## src/rtl/traffic_intersection_scheduler.sv

```systemverilog
// traffic_intersection_scheduler: demand-driven NS/EW right-of-way scheduler with min/max green.
// Latency: phase, lights and ped_walk are registered together, one edge after the deciding inputs.
// Backpressure: none, sensors are sampled every cycle; optional walk phase under `define PED_CROSSING_EN.
module traffic_intersection_scheduler #(
   parameter int MIN_GREEN = 8,
   parameter int MAX_GREEN = 32,
   parameter int YELLOW_T  = 3,
   parameter int ALLRED_T  = 2,
   parameter int WALK_T    = 6,
   parameter int TW        = 6
) (
   input  logic       clk,
   input  logic       reset,
   input  logic       ns_sensor,
   input  logic       ew_sensor,
`ifdef PED_CROSSING_EN
   input  logic       ped_button,
   output logic       ped_walk,
`endif
   output logic [2:0] phase,
   output logic [1:0] ns_light,
   output logic [1:0] ew_light
);

   localparam logic [2:0] AR_TO_NS = 3'b000;
   localparam logic [2:0] NS_G     = 3'b001;
   localparam logic [2:0] NS_Y     = 3'b010;
   localparam logic [2:0] AR_TO_EW = 3'b011;
   localparam logic [2:0] EW_G     = 3'b100;
   localparam logic [2:0] EW_Y     = 3'b101;
   localparam logic [2:0] PED_WALK = 3'b110;

   // Last-cycle timer values for each timed phase, and the green thresholds.
   localparam logic [TW-1:0] T_ALLRED = TW'(ALLRED_T - 1);
   localparam logic [TW-1:0] T_YELLOW = TW'(YELLOW_T - 1);
   localparam logic [TW-1:0] T_MIN    = TW'(MIN_GREEN - 1);
   localparam logic [TW-1:0] T_MAX    = TW'(MAX_GREEN - 1);

   logic [2:0]    phase_q, phase_d;
   logic [TW-1:0] timer_q, timer_d;
   logic          ns_req_q, ns_req_d;
   logic          ew_req_q, ew_req_d;
   logic          ped_req_q;
   logic [1:0]    ns_light_q, ns_light_d;
   logic [1:0]    ew_light_q, ew_light_d;
   logic          in_green;

`ifdef PED_CROSSING_EN
   localparam logic [TW-1:0] T_WALK = TW'(WALK_T - 1);
   logic ped_req_d;
   logic served_ns_q, served_ns_d;
   logic ped_walk_q, ped_walk_d;
`else
   // Without the crossing there is never a pedestrian request.
   assign ped_req_q = 1'b0;
`endif

   assign in_green = (phase_q == NS_G) || (phase_q == EW_G);

   // Phase sequencing: timed phases end on their last timer value, greens end on demand.
   always_comb begin
      phase_d = phase_q;
      case (phase_q)
         AR_TO_NS: if (timer_q == T_ALLRED) phase_d = NS_G;
         NS_G:     if ((timer_q >= T_MIN) && (ew_req_q || ped_req_q) &&
                       (!ns_sensor || (timer_q >= T_MAX))) phase_d = NS_Y;
         NS_Y:     if (timer_q == T_YELLOW) phase_d = ped_req_q ? PED_WALK : AR_TO_EW;
         AR_TO_EW: if (timer_q == T_ALLRED) phase_d = EW_G;
         EW_G:     if ((timer_q >= T_MIN) && (ns_req_q || ped_req_q) &&
                       (!ew_sensor || (timer_q >= T_MAX))) phase_d = EW_Y;
         EW_Y:     if (timer_q == T_YELLOW) phase_d = ped_req_q ? PED_WALK : AR_TO_NS;
`ifdef PED_CROSSING_EN
         // Hand over to whichever road did not own the yellow before the walk.
         PED_WALK: if (timer_q == T_WALK) phase_d = served_ns_q ? AR_TO_EW : AR_TO_NS;
`endif
         default:  phase_d = AR_TO_NS;
      endcase
   end

   // Phase timer: restarts on every phase change, holds at the max-green cap while green.
   always_comb begin
      if (phase_d != phase_q)
         timer_d = '0;
      else if (in_green && (timer_q >= T_MAX))
         timer_d = timer_q;
      else
         timer_d = timer_q + TW'(1);
   end

   // Demand latches and registered light decode; clearing on green entry beats a same-edge set.
   always_comb begin
      ns_req_d = ns_req_q | (ns_sensor & (phase_q != NS_G));
      if ((phase_d == NS_G) && (phase_q != NS_G)) ns_req_d = 1'b0;
      ew_req_d = ew_req_q | (ew_sensor & (phase_q != EW_G));
      if ((phase_d == EW_G) && (phase_q != EW_G)) ew_req_d = 1'b0;
      ns_light_d = (phase_d == NS_G) ? 2'b01 : (phase_d == NS_Y) ? 2'b10 : 2'b00;
      ew_light_d = (phase_d == EW_G) ? 2'b01 : (phase_d == EW_Y) ? 2'b10 : 2'b00;
`ifdef PED_CROSSING_EN
      ped_req_d = ped_req_q | (ped_button & (phase_q != PED_WALK));
      if ((phase_d == PED_WALK) && (phase_q != PED_WALK)) ped_req_d = 1'b0;
      ped_walk_d  = (phase_d == PED_WALK);
      served_ns_d = (phase_q == NS_Y) ? 1'b1 : (phase_q == EW_Y) ? 1'b0 : served_ns_q;
`endif
   end

   // State registers with synchronous reset.
   always_ff @(posedge clk) begin
      if (reset) begin
         phase_q    <= AR_TO_NS;
         timer_q    <= '0;
         ns_req_q   <= 1'b0;
         ew_req_q   <= 1'b0;
         ns_light_q <= 2'b00;
         ew_light_q <= 2'b00;
`ifdef PED_CROSSING_EN
         ped_req_q   <= 1'b0;
         ped_walk_q  <= 1'b0;
         served_ns_q <= 1'b0;
`endif
      end else begin
         phase_q    <= phase_d;
         timer_q    <= timer_d;
         ns_req_q   <= ns_req_d;
         ew_req_q   <= ew_req_d;
         ns_light_q <= ns_light_d;
         ew_light_q <= ew_light_d;
`ifdef PED_CROSSING_EN
         ped_req_q   <= ped_req_d;
         ped_walk_q  <= ped_walk_d;
         served_ns_q <= served_ns_d;
`endif
      end
   end

   assign phase    = phase_q;
   assign ns_light = ns_light_q;
   assign ew_light = ew_light_q;
`ifdef PED_CROSSING_EN
   assign ped_walk = ped_walk_q;
`endif

endmodule

```

## config.mk

```make
export PLATFORM = sky130hd
export DESIGN_NAME = traffic_intersection_scheduler
export DESIGN_NICKNAME = d
export VERILOG_FILES = /design/src/rtl/traffic_intersection_scheduler.sv
export SDC_FILE = /design/constraint.sdc
export NUM_CORES = 1
export LEC_CHECK = 0
export CAP_MARGIN = 10
export CORE_UTILIZATION = 35
export CTS_BUF_LIST = sky130_fd_sc_hd__clkbuf_16
export DETAILED_ROUTE_END_ITERATION = 8
export GPL_ROUTABILITY_DRIVEN = 0
export PLACE_DENSITY = 0.51
export SYNTH_ARGS = -nofsm -noshare
export SYNTH_HDL_FRONTEND = slang
export SYNTH_SLANG_ARGS = --single-unit
```

## constraint.sdc

```tcl
create_clock -name clk -period 3.2 [get_ports clk]
set_clock_uncertainty 0.2 [all_clocks]
set_input_delay 0.48 -clock clk [delete_from_list [all_inputs] [get_ports clk]]
set_output_delay 0.48 -clock clk [all_outputs]
set_load 0.1 [all_outputs]
```

==> out/metrics.csv <==
stage,metric,value,unit
route,drt first pass iters,4,
clocking,clock root cell,clkbuf_16,
timing,"Slew Viols, Final",0,
setup_path,FF-to-FF setup slack,0.94,ns
timing,Setup TNS,0,ns
grt,vias in the first global route,741,
clocking,hold buffer count at CTS,0,
power_and_ir_drop,Power Density,700.7,mW/mm2
timing,post-route minimum period,2.262,ns
die,# rows,18,
setup_path,maximum fanout along the worst path,7,
clocking,clock tree buffer depth,2,
yosys,Post-synth EDFFs,0,
yosys,register area share after synthesis,32.26,%
placed_design,DP HPWL,1501,um
route,Via Count,799,
finish,"commonest non-fill, non-tap cells in the layout","dfxtp_1 (15), a21oi_1 (10), buf_4 (9), a31oi_1 (7), inv_1 (6)",
setup_path,Worst EP required,3.09,ns
finish,# diodes,0,
yosys,"FF+latch count, synth",15,
timing,final hold vios,0,
placed_design,Port-buffer cells,10,
route,DR vias/cell,5.790,
grt,grt ovf,0,
route,final WL,2064,um
setup_path,reg2reg start,timer_q[0]$_SDFFE_PP0N_,
route,DRT iter0 DRCs,24,
clocking,CTS tree,yes,
setup_path,R2R cell count,5,
setup_path,CP startpoint kind,register,
yosys,Mapped Nets,105,
timing,Worst-Margin Slew,0.6100,ns
worst_hold_path,hold path cells,2,
clocking,clk sinks,15,
placed_design,area post-placement,0.001030,mm2
finish,final instance area,0.001109,mm2
worst_hold_path,hold path start,timer_q[1]$_SDFFE_PP0N_,
finish,Layout Utilization,44.34,%
yosys,Syn Inst Count,98,
route,routed len/inst,14.96,um
clocking,Post-CTS Resized,0,
yosys,Main synth FF type,dfxtp_1,
grt,first-pass GRT wire length,3415,um
timing,"Setup violations, final",0,
grt,GRT Overall Usage,16.77,%
clocking,H-tree Lvls,1,
yosys,yosys warns,0,
power_and_ir_drop,leakage power,0.4326,nW
setup_path,reg2reg end,timer_q[1]$_SDFFE_PP0N_,
timing,Fmax,442.2,MHz
status,status,finished clean,
finish,Area Overhead vs Synth,19.09,%
clocking,Post-CTS Setup Inserts,0,
yosys,post-synthesis cell type count,46,
grt,initial antenna violation count,0,
clocking,Skew-Pair Late Insertion Delay,0.24,ns
die,I/O pins,11,
route,# DRC,0,
clocking,clock slew at reported path FFs,0.05,ns
timing,RSZ-0062 raised after global routing,no,
die,die area,0.002870,mm2
setup_path,WP data arrival,2.16,ns
yosys,Netlist Area Pre-Place,930.9,um2
finish,Final nets,116,
setup_path,Crit. End Element,register,
yosys,synthesized area per cell,9.499,um2
worst_hold_path,Min-Delay Path Class,register to register,
run,Max Cap Viol,0,
clocking,TritonCTS Buffers,3,
finish,"leading cell type in the layout, fill and taps excluded",dfxtp_1,
grt,largest net degree at the start of global routing,19,
yosys,Async SR Flop Fraction,0,%
finish,layout cells sized above 1,19.44,%
route,"antenna viol nets, final",0,
timing,Slew headroom,59.02,%
die,Die H,53.57,um
timing,period utilisation layout,70.67,%
power_and_ir_drop,Max IR drop VDD,0.5639,mV
setup_path,WS Path Type,register to register,
die,Die W,53.57,um
worst_hold_path,WHS Endpoint,timer_q[1]$_SDFFE_PP0N_,
die,initial core utilization,37.24,%
die,Core Region,0.002500,mm2
power breakdown:
group	switching (W)	internal [W]
logic	0.000184	0.0000973
clock network	0.0000718	0.000165
registers	0.0000428	0.000215
Yosys cell counts (2+ instances only):
library cell	number	area share, %
and4_1	2	1.9
nor2b_1	2	1.3
clkbuf_1	2	0.81
dfxtp_1	15	32
nor2_1	3	1.2
a31oi_1	7	4.7
ha_1	3	4.0
nor4_2	2	2.7
nand2b_1	3	2.0
o31ai_1	2	1.6
a21oi_1	10	5.4
inv_1	5	2.0
o21bai_1	2	1.6
a2111oi_2	2	3.2
xor2_1	3	2.8
nor3_1	3	1.6
buf_2	2	1.1
xnor2_1	2	1.9
state kept, by name (all words and copies together) (netlist names):
signal    flops
ns_req_q      1
ew_req_q      1
timer_q       6
ew_light      2
phase         3
ns_light      2
stage by stage:
step,power [W],hold slack (ns),instances,setup slack [ns]
floorplan,0.0004839,0.2862,98,0.6474
global placement,0.0005429,0.3312,134,0.9194
detailed placement,0.0005424,0.3380,134,0.9028
CTS,0.0007860,0.3449,138,0.9258
global route,0.0008259,0.3790,138,0.7906
finish,0.0007768,0.3399,138,0.9385
worst max-delay path, cell delays in order (launching register included):
cell and delay [ns]:
dfxtp_1 0.37, ha_1 0.36, a41oi_4 0.22, a2111oi_2 0.61
a311o_2 0.27, a221oi_2 0.08
layer usage:
layer,vias to the layer above,global-route usage [%],part of all wire (%)
met2,20,26.88,46
met1,375,22.41,49
li1,402,-,-
met5,-,0,0
met3,2,4.237,4.8
met4,0,3.947,0.48
cells by family after synthesis:
logic type	after synthesis	share of synthesized area, %
compound gates	39	34.41
xor+xnor	5	4.705
fa+ha+maj	3	4.033
buf+inv	11	5.915
flops	15	32.26
mux	1	1.210
simple gates	24	17.47
worst max-delay path by stage:
| stage | start | end | slack [ns] | cells after the start |
|---|---|---|---|---|
| after floorplan | phase[1]$_SDFF_PP0_ | timer_q[1]$_SDFFE_PP0N_ | 0.65 | 4 |
| after global placement | ns_sensor | timer_q[4]$_SDFFE_PP0N_ | 0.92 | 5 |
| after detailed placement | ns_sensor | timer_q[1]$_SDFFE_PP0N_ | 0.90 | 5 |
| after CTS | timer_q[0]$_SDFFE_PP0N_ | timer_q[1]$_SDFFE_PP0N_ | 0.93 | 5 |
| after global routing | timer_q[0]$_SDFFE_PP0N_ | timer_q[1]$_SDFFE_PP0N_ | 0.79 | 5 |
| final | timer_q[0]$_SDFFE_PP0N_ | timer_q[1]$_SDFFE_PP0N_ | 0.94 | 5 |
area by class of cell:
type / instances / area (um2)
fill: 239 / 1391
multi-input combinational: 72 / 575.6
sequential: 15 / 300.3
timing repair buffer: 12 / 97.59
clock buffer: 3 / 75.07
tap: 30 / 37.54
inverter: 5 / 18.77
clock inverter: 1 / 3.754
(Power assumes the default switching activity.)
